**src/rtl/shift_chain_pkg.sv**
```systemverilog
// Shared definitions for the shift-chain sequencer.
//   state_t     : controller FSM encoding (ST_IDLE, ST_SHIFT, ST_DONE)
//   MODE_*      : shift-mode constants for the stage-0 input mux
//   div_width() : divider counter width, at least one bit even when DIV=1
package shift_chain_pkg;

    typedef enum logic [1:0] {
        ST_IDLE  = 2'd0,
        ST_SHIFT = 2'd1,
        ST_DONE  = 2'd2
    } state_t;

    localparam logic MODE_FILL   = 1'b0;
    localparam logic MODE_ROTATE = 1'b1;

    function automatic int div_width(input int div);
        return (div > 1) ? $clog2(div) : 1;
    endfunction

endpackage

```
**src/rtl/shift_stage.sv**
```systemverilog
// One WIDTH-bit stage of the shift chain.
//   clk       : clock
//   rst       : synchronous, active-high reset (clears q)
//   load      : take load_word (wins over en)
//   load_word : parallel-load value
//   en        : take ser_in (one shift step)
//   ser_in    : serial input from the previous stage or the stage-0 mux
//   q         : stage contents
module shift_stage #(
    parameter int WIDTH = 8
) (
    input  logic             clk,
    input  logic             rst,
    input  logic             load,
    input  logic [WIDTH-1:0] load_word,
    input  logic             en,
    input  logic [WIDTH-1:0] ser_in,
    output logic [WIDTH-1:0] q
);

    // NOTE: non-blocking assignment so every stage samples its neighbour's
    // old value on the same edge; blocking here would smear one word down
    // the whole chain in a single step.
    always_ff @(posedge clk) begin
        if (rst) begin
            q <= '0;
        end else if (load) begin
            q <= load_word;
        end else if (en) begin
            q <= ser_in;
        end
    end

endmodule

```
**src/rtl/shift_chain_ctrl.sv**
```systemverilog
// Sequencer for a chain of STAGES parallel-loadable WIDTH-bit stages.
// A start in IDLE loads the chain and latches count/mode/fill; the chain
// then shifts once every DIV clocks (frozen while hold is high) until the
// programmed count is exhausted, followed by a single DONE cycle.
//   clk, rst    : clock; synchronous active-high reset
//   start       : operation request, honoured only in IDLE
//   load_data   : initial chain, slice [i*WIDTH +: WIDTH] -> stage i
//   shift_count : number of shifts K (0 goes straight to DONE)
//   mode        : 0 = fill (stage 0 takes fill_data), 1 = rotate
//   fill_data   : stage-0 word in fill mode
//   hold        : freezes divider, count and chain during SHIFT
//   stages_out  : chain contents, same slice mapping as load_data
//   busy        : state != IDLE
//   done        : high for the single DONE cycle
module shift_chain_ctrl
    import shift_chain_pkg::*;
#(
    parameter int STAGES = 4,
    parameter int WIDTH  = 8,
    parameter int DIV    = 1,
    parameter int CNT_W  = 8
) (
    input  logic                    clk,
    input  logic                    rst,
    input  logic                    start,
    input  logic [STAGES*WIDTH-1:0] load_data,
    input  logic [CNT_W-1:0]        shift_count,
    input  logic                    mode,
    input  logic [WIDTH-1:0]        fill_data,
    input  logic                    hold,
    output logic [STAGES*WIDTH-1:0] stages_out,
    output logic                    busy,
    output logic                    done
);

    localparam int               DIV_W    = div_width(DIV);
    localparam logic [DIV_W-1:0] DIV_LAST = DIV_W'(DIV - 1);

    state_t                  state, state_nx;
    logic [DIV_W-1:0]        div_cnt;
    logic [CNT_W-1:0]        remaining;
    logic                    mode_q;
    logic [WIDTH-1:0]        fill_q;
    logic                    accept;
    logic                    step;
    logic [STAGES*WIDTH-1:0] chain;
    logic [WIDTH-1:0]        stage0_in;

    // NOTE: every output of this block gets a default before the case so no
    // path leaves a signal unassigned and no latch is inferred.
    always_comb begin
        state_nx = state;
        accept   = 1'b0;
        step     = 1'b0;
        case (state)
            ST_IDLE: begin
                if (start) begin
                    accept   = 1'b1;
                    state_nx = (shift_count == '0) ? ST_DONE : ST_SHIFT;
                end
            end
            ST_SHIFT: begin
                if (!hold && div_cnt == DIV_LAST) begin
                    step = 1'b1;
                    // Last shift: remaining goes 1 -> 0 on this edge.
                    if (remaining == CNT_W'(1)) begin
                        state_nx = ST_DONE;
                    end
                end
            end
            ST_DONE: state_nx = ST_IDLE;
            default: state_nx = ST_IDLE;
        endcase
    end

    always_ff @(posedge clk) begin
        if (rst) begin
            state <= ST_IDLE;
        end else begin
            state <= state_nx;
        end
    end

    always_ff @(posedge clk) begin
        if (rst) begin
            div_cnt   <= '0;
            remaining <= '0;
            mode_q    <= MODE_FILL;
            fill_q    <= '0;
        end else if (accept) begin
            div_cnt   <= '0;
            remaining <= shift_count;
            mode_q    <= mode;
            fill_q    <= fill_data;
        end else if (state == ST_SHIFT && !hold) begin
            if (step) begin
                div_cnt   <= '0;
                remaining <= remaining - CNT_W'(1);
            end else begin
                div_cnt <= div_cnt + DIV_W'(1);
            end
        end
    end

    assign stage0_in = (mode_q == MODE_ROTATE) ? chain[(STAGES-1)*WIDTH +: WIDTH]
                                               : fill_q;

    for (genvar i = 0; i < STAGES; i++) begin : g_stage
        logic [WIDTH-1:0] ser;
        if (i == 0) begin : g_head
            assign ser = stage0_in;
        end else begin : g_body
            assign ser = chain[(i-1)*WIDTH +: WIDTH];
        end

        shift_stage #(.WIDTH(WIDTH)) u_stage (
            .clk       (clk),
            .rst       (rst),
            .load      (accept),
            .load_word (load_data[i*WIDTH +: WIDTH]),
            .en        (step),
            .ser_in    (ser),
            .q         (chain[i*WIDTH +: WIDTH])
        );
    end

    assign stages_out = chain;
    assign busy       = (state != ST_IDLE);
    assign done       = (state == ST_DONE);

endmodule

```
**config.mk**
```make
export PLATFORM = sky130hd
export DESIGN_NAME = shift_chain_ctrl
export DESIGN_NICKNAME = d
export VERILOG_FILES = /design/src/rtl/shift_chain_pkg.sv /design/src/rtl/shift_stage.sv /design/src/rtl/shift_chain_ctrl.sv
export SDC_FILE = /design/constraint.sdc
export NUM_CORES = 1
export LEC_CHECK = 0
export BUFFER_PORTS_ARGS = -buffer_cell sky130_fd_sc_hd__buf_2
export CAP_MARGIN = 15
export CORE_MARGIN = 2
export CORE_UTILIZATION = 40
export CTS_CLUSTER_DIAMETER = 40
export CTS_CLUSTER_SIZE = 30
export DETAILED_ROUTE_END_ITERATION = 6
export HOLD_SLACK_MARGIN = 0.03
export PLACE_DENSITY = 0.74
export SLEW_MARGIN = 20
export SYNTH_ARGS = -nofsm -noshare
export SYNTH_HDL_FRONTEND = slang
export SYNTH_SLANG_ARGS = --single-unit
```
**constraint.sdc**
```tcl
create_clock -name clk -period 1.75 [get_ports clk]
set_input_delay 0.525 -clock clk [delete_from_list [all_inputs] [get_ports clk]]
set_output_delay 0.525 -clock clk [all_outputs]
set_load 0.01 [all_outputs]
```
Word-level counts from Yosys, hierarchy flattened
Cells that the tools add are included.

cells by class
  $lt $le $gt $ge = 0
  shift operators = 0
  bitwise gates (word level) = 1
  divide/modulo/power cells = 0
  multiply operators = 0
  mux-type cells = 22
  eq/ne operators = 6
  reductions and logical operators = 11
  $add $sub $neg = 2

operators by type and width
  operator                                          count
  two-way mux 8 bit                                 12
  == test 8 x 1 -> 1 bit, second input constant     1
  logical NOT 8 bit                                 1
  two-way mux 2 bit                                 4
  subtractor 8 x 1 -> 8 bit, second input constant  1
  inequality test 2 bit, second input constant      3
  nonzero test 2 bit                                3
  two-way mux 1 bit                                 5
  one-hot mux 2 bit (2 select lines)                1
  AND reduction 3 bit                               1
  == test 2 x 1 -> 1 bit, second input constant     1
  == test 2 bit, second input constant              1
  logical AND 1 bit                                 2
  logical NOT 2 bit                                 1
  AND reduction 2 bit                               1
  OR reduction 2 bit                                1
  adder 1 bit, second input constant                1
  logical NOT 1 bit                                 1
  NOT 1 bit                                         1

word-level totals
  output and inout port bits = 34
  logic and storage cells = 51
  bits in read-only memories = 0
  register bits = 52
  memories = 0
  RAM bits = 0
  bits in latches = 0
  input bits = 53

Depth between registers and ports, before layout
Gate-level depths: netlist of the first run.

  word-level depth = 7
  depth in mapped cells = 7
  gate-level depth less buffers = 5

Cells and area by module
A second synthesis of the first run with hierarchy kept.

second synthesis, totals
  cell total of the unflattened synthesis = 260
  area total of the unflattened synthesis = 2,463.6 µm²

modules (own cells, without submodules)
  module            cells each  area each (µm²)  instances  sequential area each (µm²)
  shift_stage       35          369.1            4          160.2
  shift_chain_ctrl  120         987.2            1          400.4

Worst setup path before layout of the first run
No wires, ideal clock.

  path kind = input port to flip-flop
  start point = input hold
  end point = register remaining[1]
  arrival time = 1.479 ns
  path slack = 0.143 ns
  stages = 5
  data required time = 1.622 ns
  buffers on the path = 1
  cell sequence = nor4b_4 -> nor2_1 -> clkbuf_1 -> a221oi_1 -> nor2_1

on the way
  longest elaborated chain between the ends = 6
  elaborated cells on any way between the ends = 8
  classes of those cells = mux (2); reduce/logical (6)

ends and longest elaborated chain
  what                                    RTL line                                        source
  start: declaration                      shift_chain_ctrl.sv:30                          input logic hold,
  logical NOT 1 bit *                     shift_chain_ctrl.sv:63, shift_chain_ctrl.sv:95
  logical AND 1 bit                       shift_chain_ctrl.sv:63                          if (!hold && div_cnt == DIV_LAST) begin
  two-way mux 1 bit                       shift_chain_ctrl.sv:63
  two-way mux 1 bit                       shift_chain_ctrl.sv:55                          case (state)
  nonzero test 2 bit (no source line)     -
  AND reduction 2 bit (no source line) *  -
  end signal: assignment                  shift_chain_ctrl.sv:92                          remaining <= shift_count;
  end signal: assignment                  shift_chain_ctrl.sv:98                          remaining <= remaining - CNT_W'(1);
  end: declaration                        shift_chain_ctrl.sv:41                          logic [CNT_W-1:0] remaining;

Mark *: on every way between the ends. The rest lies on a longest branch, timed or not.
A chain may end at the register's enable or synchronous reset.

Final worst setup path of the first run
  start point = register state[1]
  end point = output done

on the way
  longest elaborated chain between the ends = 1

ends and longest elaborated chain
  what                      RTL line                 source
  start: declaration        shift_chain_ctrl.sv:39   state_t state, state_nx;
  start signal: assignment  shift_chain_ctrl.sv:80   state <= state_nx;
  == test 2 bit             shift_chain_ctrl.sv:129  assign done = (state == ST_DONE);
  end: declaration          shift_chain_ctrl.sv:33   output logic done

Every way passes these cells.

==> metrics.csv, run 1 <==
stage;metric;value;unit
critical_path;Critical R2R Capture;remaining[5]$_SDFFE_PP0P_;
placement;placed insts;438;
logic_synthesis;multiplexer share of the synthesized area;0.0347;
power;switching pwr;0.880;mW
detailed_routing;residual DRC count;0;
hold_path;Hold Path Cell Cnt;3;
job;Max-cap violations;0;
critical_path;Crit path required time;1.22;ns
placement;dpl hpwl;4.18;mm
power;Power Internal;1.88;mW
cts;Hold Buf Count CTS;0;
detailed_routing;Initial DRT Pass Iterations;5;
sta;final worst-path cycle share;0.958;
critical_path;CP max FO;7;
floorplan;site row count;27;
hold_path;Hold Path Sink;g_stage[0].u_stage.q[4]$_SDFFE_PP0P_;
sta;clk_skew;0.0106;ns
sta;Fin. Hold Viols;0;
final_layout;share of cells above drive strength 1;0.299;
global_routing;initial antenna violation count;0;
sta;worst relative slew slack;0.617;
logic_synthesis;post-synth top area share;0.452;
sta;setup violators final;0;
detailed_routing;drt via density;5.23;
logic_synthesis;xor and xnor area share after synthesis;0;
power;sequential power share;0.503;
logic_synthesis;main area contributors after synthesis;dfxtp_1 45%, nand2_1 12%, a21oi_1 8.5%, a22oi_1 5.5%, mux2i_1 3.5%;
cts;post-CTS resize count;0;
cts;worst skew pair latency;0.32;ns
critical_path;WS Path Type;register to output pin;
final_layout;Final nets;428;
final_layout;number of inserted diodes;0;
global_routing;Congestion Overflow GR;0;
floorplan;die height;79.9;um
power;power per cell area;925;nW/um^2
hold_path;hold wc startpoint;load_data[4];
floorplan;initial core utilization;0.416;
logic_synthesis;Distinct cells, synth;30;
power;Comb pwr share;0.225;
sta;Worst-Margin Slew;0.573;ns
logic_synthesis;adder-cell area share of the yosys netlist;0.0109;
power;Design Power;2.76;mW
logic_synthesis;post-synthesis simple-gate area fraction;0.206;
logic_synthesis;Yosys Warn Count;0;
sta;final setup TNS;0;ns
floorplan;Die ar.;6380;um^2
sta;final slew viol count;0;
critical_path;crit path DAT;1.15;ns
logic_synthesis;Main synth FF type;dfxtp_1;
critical_path;Reg2Reg Launch Point;state[1]$_SDFFE_PP0P_;
final_layout;Layout area overhead;29.3;%
cts;total clock sinks;52;
cts;total CTS buffers;5;
sta;Fmax;596;MHz
power;peak supply drop;0.398;mV
floorplan;Die X;79.9;um
power;clock power share;0.272;
logic_synthesis;syn_area_per_cell;7.95;um^2
final_layout;fin cells;446;
cts;clk slew on worst S/H paths;0.11;ns
sta;Tmin final;1.68;ns
detailed_routing;Vias;2332;
global_routing;maximum number of pins on one net before global-route repair;39;
power;Leak Pwr;1.25;nW
detailed_routing;WL final;5.94;mm
placement;PortBufs;86;
sta;RSZ-0062 raised after global routing;false;
detailed_routing;WL per Instance;13.3;um
logic_synthesis;Post-Syn Instances;290;
cts;clk buf depth;2;
logic_synthesis;largest family of logic cells by synthesized area;compound AO/OA/AOI/OAI gates;
detailed_routing;Initial DRC Count;236;
logic_synthesis;post-synth net total;345;
logic_synthesis;post-synthesis cell area;2300;um^2
global_routing;first-pass GRT wire length;9.76;mm
critical_path;R2R depth;4;
cts;CTS tree;yes;
global_routing;GRT Total Usage;0.192;
floorplan;CORE AREA;5540;um^2
final_layout;final core occ;0.538;
placement;GP Congestion;0.802;
cts;htree depth;2;
critical_path;type of destination of the critical path;output pin;
logic_synthesis;FFs w/ async S/R, synth;0;
logic_synthesis;Synth Area in Compound Gates;0.248;
detailed_routing;number of routed nets with antenna violations;0;
critical_path;crit path launch type;register;
logic_synthesis;post-synthesis sequential area ratio;0.452;
logic_synthesis;Post-synth EDFFs;0;
critical_path;R2R Setup Slk;0.10;ns
floorplan;Ports;87;
power;Switching Share;0.319;
logic_synthesis;cell type with the largest total area after synthesis;dfxtp_1;
final_layout;Fillers;569;
hold_path;Hold Path Class;input pin to register;
run_status;status;finished clean;
global_routing;vias in the first global route;2086;
cts;root buffer cell;clkbuf_8;
logic_synthesis;flops & latches, synth;52;
cts;Post-CTS Setup Bufs;0;
cell usage after synthesis, types with 4 or more instances:
cell	count
nand2_1	74
dfxtp_1	52
a21oi_1	39
clkbuf_1	20
nor2_1	20
a22oi_1	17
a311oi_1	9
o211ai_1	9
mux2i_1	8
o21ai_0	5
a31oi_1	4
buf_2	4
inv_1	4
nor4_1	4
routing by layer:
metal | up-vias | wire length [um] | global-route usage
met5 | - | 0 | 0
met4 | 0 | 53 | 0.0559
met3 | 6 | 313 | 0.0407
met2 | 57 | 2720 | 0.298
met1 | 1076 | 2850 | 0.267
li1 | 1193 | - | -
critical path: stages (launching register included):
cell and delay (ns):
dfxtp_1 0.53, inv_1 0.10, nor2_1 0.09, buf_2 0.13
worst max-delay path by stage:
stage                          start                   endpoint  slack (ns)  cells after the start
2_1_floorplan                   hold  remaining[1]$_SDFFE_PP0P_        0.14                      5
3_3_place_gp                    hold  remaining[5]$_SDFFE_PP0P_       -0.05                      5
3_5_place_dp                    hold  remaining[5]$_SDFFE_PP0P_       -0.05                      5
4_1_cts        state[1]$_SDFFE_PP0P_                       done        0.09                      3
5_1_grt        state[1]$_SDFFE_PP0P_                       done       0.003                      3
6_report       state[1]$_SDFFE_PP0P_                       done        0.07                      3
area by class of cell:
type | instances | area (um^2) | area share
well taps | 72 | 90.1 | 0.0302
clock buffers | 5 | 68.8 | 0.0231
clock inverters | 3 | 28.8 | 0.00966
multi-input cells | 209 | 1160 | 0.388
repair buffers | 101 | 581 | 0.195
flip-flops and latches | 52 | 1040 | 0.349
inverters | 4 | 15.0 | 0.00504
cell usage in the layout (no fill, tap or decap), types with 2 or more instances in the layout:
| master | instances |
|---|---|
| a21oi_1 | 39 |
| a22oi_1 | 17 |
| a311oi_1 | 9 |
| a31oi_1 | 4 |
| a32oi_1 | 2 |
| buf_12 | 3 |
| buf_2 | 86 |
| buf_4 | 12 |
| clkbuf_8 | 5 |
| dfxtp_1 | 52 |
| ha_1 | 2 |
| inv_1 | 4 |
| inv_6 | 2 |
| mux2i_1 | 8 |
| nand2_1 | 74 |
| nor2_1 | 20 |
| nor3_1 | 3 |
| nor4_1 | 4 |
| o211ai_1 | 9 |
| o21ai_0 | 5 |
cells by family (layout without fill, tap and decap cells):
kind of cell | after synthesis | after routing
AND/OR/NAND/NOR | 110 | 110
adder cells (fa/ha/maj) | 2 | 2
buffers and inverters | 29 | 113
multiplexers | 8 | 8
flip-flops | 52 | 52
AO/OA/AOI/OAI | 89 | 89
stage by stage:
stage          setup slack, ns  cell area, um^2  hold WS [ns]
6_report                0.0731             2980         0.428
2_1_floorplan            0.143             2300         0.436
4_1_cts                 0.0859             2980         0.423
3_3_place_gp           -0.0492             2880         0.442
5_1_grt                0.00262             2980         0.420
3_5_place_dp           -0.0532             2880         0.447
sequential cells by signal (all words and copies together) (netlist names):
name and flops:
div_cnt 1, fill_q 8, g_stage.u_stage.q 32, mode_q 1, remaining 8, state 2
power by group through the flow:
stage          Combinational (mW)  Sequential [mW]  Clock, mW
2_1_floorplan               0.343             1.42          0
3_3_place_gp                0.612             1.41          0
3_5_place_dp                0.620             1.41          0
4_1_cts                     0.622             1.39      0.768
5_1_grt                     0.694             1.40      0.826
6_report                    0.621             1.39      0.750
Power figures use the tool's default switching activity.
==> inputs of run 2 (changes only) <==
--- a/config.mk
+++ b/config.mk
@@ -13,7 +13,7 @@
 export CTS_CLUSTER_SIZE = 30
 export DETAILED_ROUTE_END_ITERATION = 6
 export HOLD_SLACK_MARGIN = 0.03
-export PLACE_DENSITY = 0.74
+export PLACE_DENSITY = 0.77
 export SLEW_MARGIN = 20
 export SYNTH_ARGS = -nofsm -noshare
 export SYNTH_HDL_FRONTEND = slang
==> constraint.sdc (replaced) <==
create_clock -name clk -period 1.4 [get_ports clk]
set_input_delay 0.42 -clock clk [delete_from_list [all_inputs] [get_ports clk]]
set_output_delay 0.42 -clock clk [all_outputs]
set_load 0.01 [all_outputs]
==> run 2 against run 1 <==
- worst hold slack worse by 0.079 ns
- routed wire length grew 25%
- the flow now finishes with violations (setup timing)
- critical path depth is 1 higher
- global-route usage increased by 2.9 points
- die area did not move
- first-iteration DRC count decreased by 13%
==> metrics.csv, run 2 (synthesized netlist as in run 1, its figures left out) <==
stage;metric;value;unit
cts;clk slew on worst S/H paths;0.10;ns
global_routing;first-pass GRT wire length;11.2;mm
floorplan;Die X;79.9;um
detailed_routing;routed wl met3;375;um
final_layout;Top Registers;g_stage.u_stage.q x32, fill_q x8, remaining x8;
critical_path;Reg2Reg Launch Point;div_cnt$_SDFFE_PP0P_;
critical_path;R2R depth;4;
cts;worst skew pair latency;0.30;ns
detailed_routing;Top Metal Used;met4;
floorplan;Die ar.;6380;um^2
cts;total CTS buffers;5;
run_status;status;finished, violations left;
sta;final slew viol count;0;
final_layout;commonest cells after routing, fill and taps aside;86 x buf_2, 72 x nand2_1, 46 x dfxtp_1;
detailed_routing;WL met1;3.33;mm
critical_path;CP max FO;8;
final_layout;Multi-input gate area;1250;um^2
final_layout;Reg with most FFs;g_stage.u_stage.q;
placement;PortBufs;86;
final_layout;fin cells;479;
critical_path;type of destination of the critical path;register;
global_routing;maximum number of pins on one net before global-route repair;28;
final_layout;share of cells above drive strength 1;0.410;
cts;clk buf depth;2;
floorplan;die height;79.9;um
sta;Fmax;668;MHz
critical_path;Crit path required time;1.61;ns
power;clock power share;0.267;
cts;total clock sinks;52;
sta;final worst-path cycle share;1.07;
run_status;failing checks;setup timing;
final_layout;Fillers;482;
hold_path;hold wc startpoint;load_data[5];
sta;clk_skew;0.00595;ns
power;switching pwr;1.15;mW
global_routing;Congestion Overflow GR;0;
final_layout;register area;1050;um^2
hold_path;Hold Path Sink;g_stage[0].u_stage.q[5]$_SDFFE_PP0P_;
sta;setup violators final;31;
detailed_routing;met2 WL;3.65;mm
critical_path;Critical R2R Capture;remaining[4]$_SDFFE_PP0P_;
power;Switching Share;0.301;
floorplan;site row count;27;
cts;Hold Buf Count CTS;0;
job;Max-cap violations;0;
detailed_routing;WL per Instance;15.6;um
sta;Worst-Margin Slew;0.365;ns
hold_path;Hold Path Cell Cnt;3;
detailed_routing;Initial DRC Count;206;
sta;Tmin final;1.50;ns
power;power per cell area;1100;nW/um^2
detailed_routing;Vias;2598;
power;sequential power share;0.454;
final_layout;most common library cell in the layout ignoring fill and taps;buf_2;
power;peak supply drop;0.512;mV
detailed_routing;number of routed nets with antenna violations;0;
detailed_routing;drt via density;5.42;
detailed_routing;Initial DRT Pass Iterations;4;
detailed_routing;residual DRC count;0;
critical_path;WS Path Type;register to register;
power;Power Internal;2.68;mW
floorplan;Ports;87;
sta;final setup TNS;-1.01;ns
placement;GP Congestion;0.792;
power;Leak Pwr;1.48;nW
final_layout;Layout area overhead;50.7;%
sta;Fin. Hold Viols;0;
detailed_routing;WL final;7.45;mm
sta;final setup margin;-0.0975;ns
floorplan;CORE AREA;5540;um^2
placement;placed insts;455;
global_routing;vias in the first global route;2330;
sta;worst relative slew slack;0.755;
floorplan;initial core utilization;0.416;
cts;root buffer cell;clkbuf_8;
global_routing;GRT Total Usage;0.221;
critical_path;R2R Setup Slk;-0.1;ns
global_routing;initial antenna violation count;0;
final_layout;number of flip-flops under the largest register name;32;
final_layout;number of inserted diodes;0;
cts;CTS tree;yes;
hold_path;Hold Path Class;input pin to register;
final_layout;Final nets;461;
critical_path;crit path launch type;register;
sta;RSZ-0062 raised after global routing;true;
power;Comb pwr share;0.279;
critical_path;crit path DAT;1.71;ns
cts;htree depth;2;
placement;dpl hpwl;4.63;mm
==> run 2: what timing repair did <==
action	in CTS	in global routing
gates resized for setup	28	17
buffers inserted	7	5
gates cloned	0	4
endpoints found under the setup margin	50	48
pin swaps	6	10
==> run 2: power groups by stage <==
stage | Clock, mW | Combinational [mW] | Sequential [mW]
2_1_floorplan | 0 | 0.444 | 1.77
3_3_place_gp | 0 | 0.840 | 1.75
3_5_place_dp | 0 | 0.857 | 1.76
4_1_cts | 1.05 | 0.949 | 1.73
5_1_grt | 1.11 | 1.16 | 1.76
6_report | 1.02 | 1.07 | 1.74
==> run 2: critical path, stage by stage (launching register included) <==
cell and delay (ns):
dfxtp_2 0.35, or4b_4 0.64, a21oi_2 0.15, o21ai_1 0.08, a21oi_1 0.19
==> run 2: cell type report <==
cell class	count	area share
Multi-Input combinational cell	209	0.360
Timing Repair Buffer	134	0.274
Tap cell	72	0.0259
Clock inverter	3	0.0123
Clock buffer	5	0.0198
Inverter	4	0.00432
Sequential cell	52	0.303
==> run 2: worst max-delay path by stage <==
stage                                     start                              endpoint  slack (ns)  cells past startpoint
final                      div_cnt$_SDFFE_PP0P_             remaining[4]$_SDFFE_PP0P_        -0.1                      4
after global routing       div_cnt$_SDFFE_PP0P_                 state[1]$_SDFFE_PP0P_       -0.20                      4
after CTS                 state[0]$_SDFFE_PP0P_                                  busy       -0.07                      4
after detailed placement                   hold  g_stage[2].u_stage.q[6]$_SDFFE_PP0P_       -0.35                      5
after global placement                     hold             remaining[5]$_SDFFE_PP0P_       -0.27                      5
after floorplan                            hold             remaining[7]$_SDFFE_PP0P_       -0.12                      4
==> run 2: routing by layer <==
layer	global-route usage	up-vias
li1	-	1265
met1	0.286	1236
met2	0.372	89
met3	0.0373	8
met4	0.0712	0
met5	0	-
==> run 2: per-stage QoR <==
step | instance area (um^2) | total power, mW | util | hold slack [ns] | worst slack [ns]
2_1_floorplan | 2340 | 2.22 | - | 0.436 | -0.116
3_3_place_gp | 3030 | 2.59 | 0.548 | 0.441 | -0.273
3_5_place_dp | 3030 | 2.61 | 0.548 | 0.450 | -0.346
4_1_cts | 3290 | 3.74 | 0.595 | 0.331 | -0.0730
5_1_grt | 3470 | 4.03 | 0.627 | 0.329 | -0.199
6_report | 3470 | 3.83 | 0.627 | 0.349 | -0.0975
==> inputs of run 3 (changes only) <==
--- a/config.mk
+++ b/config.mk
@@ -7,6 +7,7 @@
 export LEC_CHECK = 0
 export BUFFER_PORTS_ARGS = -buffer_cell sky130_fd_sc_hd__buf_2
 export CAP_MARGIN = 15
+export CORE_ASPECT_RATIO = 1.2
 export CORE_MARGIN = 2
 export CORE_UTILIZATION = 40
 export CTS_CLUSTER_DIAMETER = 40
@@ -14,7 +15,6 @@
 export DETAILED_ROUTE_END_ITERATION = 6
 export HOLD_SLACK_MARGIN = 0.03
 export PLACE_DENSITY = 0.77
-export SLEW_MARGIN = 20
 export SYNTH_ARGS = -nofsm -noshare
 export SYNTH_HDL_FRONTEND = slang
 export SYNTH_SLANG_ARGS = --single-unit
==> run 3 against run 2 <==
- the flow still finishes with violations (setup timing)
- clock skew is 0.0051 ns higher
- register-to-register slack worse by 0.17 ns
- first-iteration DRC count down 14%
- cell count shrank 1.0%
- setup slack got worse by 0.17 ns
- via count up 1.8%
- fmax decreased by 10%
- cell area rose by 11%
- core utilization grew 6.1 points
- critical path type unchanged
==> metrics.csv, run 3 (synthesized netlist as in run 1, its figures left out) <==
stage;metric;value;unit
detailed_routing;number of routed nets with antenna violations;0;
cts;total clock sinks;52;
critical_path;crit path DAT;1.91;ns
final_layout;commonest cells after routing, fill and taps aside;86 x buf_2, 50 x dfxtp_1, 47 x nand2_1;
sta;Worst-Margin Slew;0.357;ns
cts;CTS tree;yes;
sta;RSZ-0062 raised after global routing;true;
critical_path;R2R depth;5;
critical_path;Critical R2R Capture;remaining[5]$_SDFFE_PP0P_;
sta;Fin. Hold Viols;0;
final_layout;Layout area overhead;67.0;%
cts;clk slew on worst S/H paths;0.11;ns
sta;Fmax;599;MHz
critical_path;Crit path required time;1.64;ns
cts;total CTS buffers;5;
cts;root buffer cell;clkbuf_8;
detailed_routing;Vias;2644;
placement;GP Congestion;0.838;
power;Leak Pwr;1.72;nW
final_layout;Reg with most FFs;g_stage.u_stage.q;
final_layout;number of inserted diodes;0;
cts;worst skew pair latency;0.31;ns
run_status;failing checks;setup timing;
sta;setup violators final;43;
run_status;status;finished, violations left;
hold_path;Hold Path Cell Cnt;3;
final_layout;final core occ;0.688;
placement;dpl hpwl;4.37;mm
floorplan;site row count;30;
hold_path;hold wc startpoint;fill_data[1];
sta;final setup margin;-0.269;ns
hold_path;Hold Path Sink;fill_q[1]$_SDFFE_PP0P_;
global_routing;first-pass GRT wire length;10.5;mm
final_layout;register area;1050;um^2
placement;placed insts;443;
detailed_routing;Initial DRC Count;177;
cts;Hold Buf Count CTS;0;
placement;PortBufs;86;
final_layout;Multi-input gate area;1510;um^2
final_layout;fin area;3850;um^2
sta;Tmin final;1.67;ns
cts;htree depth;2;
floorplan;initial core utilization;0.412;
global_routing;Congestion Overflow GR;0;
detailed_routing;WL final;7.91;mm
critical_path;CP max FO;7;
global_routing;initial antenna violation count;0;
final_layout;Top Registers;g_stage.u_stage.q x32, fill_q x8, remaining x8;
final_layout;Fillers;439;
global_routing;GRT Total Usage;0.207;
final_layout;number of flip-flops under the largest register name;32;
floorplan;Ports;87;
critical_path;Reg2Reg Launch Point;state[1]$_SDFFE_PP0P_;
sta;worst relative slew slack;0.756;
detailed_routing;drt via density;5.58;
global_routing;vias in the first global route;2292;
floorplan;CORE AREA;5590;um^2
sta;clk_skew;0.0111;ns
floorplan;Die X;73.3;um
critical_path;R2R Setup Slk;-0.27;ns
sta;final slew viol count;0;
floorplan;Die ar.;6390;um^2
critical_path;WS Path Type;register to register;
sta;Min Hold Slack;0.342;ns
floorplan;die height;87.2;um
final_layout;Final nets;464;
global_routing;maximum number of pins on one net before global-route repair;39;
placement;Place WS;-0.307;ns
cts;clk buf depth;2;
job;Max-cap violations;0;
sta;final worst-path cycle share;1.19;
critical_path;type of destination of the critical path;register;
detailed_routing;residual DRC count;0;
final_layout;share of cells above drive strength 1;0.517;
power;power per cell area;1060;nW/um^2
final_layout;fin cells;474;
power;peak supply drop;0.677;mV
detailed_routing;WL per Instance;16.7;um
final_layout;most common library cell in the layout ignoring fill and taps;buf_2;
placement;Post-DP Area;2980;um^2
detailed_routing;Initial DRT Pass Iterations;5;
critical_path;crit path launch type;register;
hold_path;Hold Path Class;input pin to register;
-- run 3: layout make-up --
class	count	share of cell area
well taps	64	0.0208
repair buffers	137	0.280
flip-flops and latches	52	0.272
clock buffers	5	0.0179
clock inverters	3	0.0120
multi-input cells	209	0.393
inverters	4	0.00390
-- run 3: worst max-delay path, cell delays in order (launching register included) --
cell     delay [ns]
dfxtp_4        0.38
buf_4          0.14
or4b_4         0.59
a21oi_1        0.22
o21ai_0        0.10
a21oi_1        0.17
-- run 3: power breakdown --
group	total, mW	internal (mW)	switching [mW]
clock	1.07	0.539	0.531
combinational	1.23	0.611	0.623
sequential	1.76	1.61	0.148
-- run 3: repair_timing --
| item | CTS | global route |
|---|---|---|
| gates cloned | 1 | 8 |
| buffers inserted | 4 | 10 |
| gates resized for setup | 19 | 98 |
| endpoints found under the setup margin | 47 | 53 |
| pin swaps | 6 | 62 |
-- run 3: worst max-delay path by stage --
stage | start | endpoint | slack, ns | depth (start not counted)
3_3_place_gp | hold | remaining[1]$_SDFFE_PP0P_ | -0.28 | 6
3_5_place_dp | hold | remaining[1]$_SDFFE_PP0P_ | -0.31 | 6
2_1_floorplan | hold | remaining[7]$_SDFFE_PP0P_ | -0.12 | 4
4_1_cts | state[1]$_SDFFE_PP0P_ | remaining[7]$_SDFFE_PP0P_ | -0.19 | 5
5_1_grt | state[1]$_SDFFE_PP0P_ | remaining[5]$_SDFFE_PP0P_ | -0.32 | 5
6_report | state[1]$_SDFFE_PP0P_ | remaining[5]$_SDFFE_PP0P_ | -0.27 | 5
-- run 3: metal layers --
layer	track usage	wire length, um	vias up
li1	-	-	1267
met3	0.0382	372	11
met4	0.0645	98	0
met1	0.257	3250	1269
met2	0.359	4190	97
met5	0	0	-
-- run 3: stage by stage --
stage	total power [mW]	TNS, ns
finish	4.07	-6.75
floorplan	2.22	-2.08
global route	4.24	-9.63
detailed placement	2.59	-9.76
global placement	2.57	-9.03
CTS	3.71	-3.60
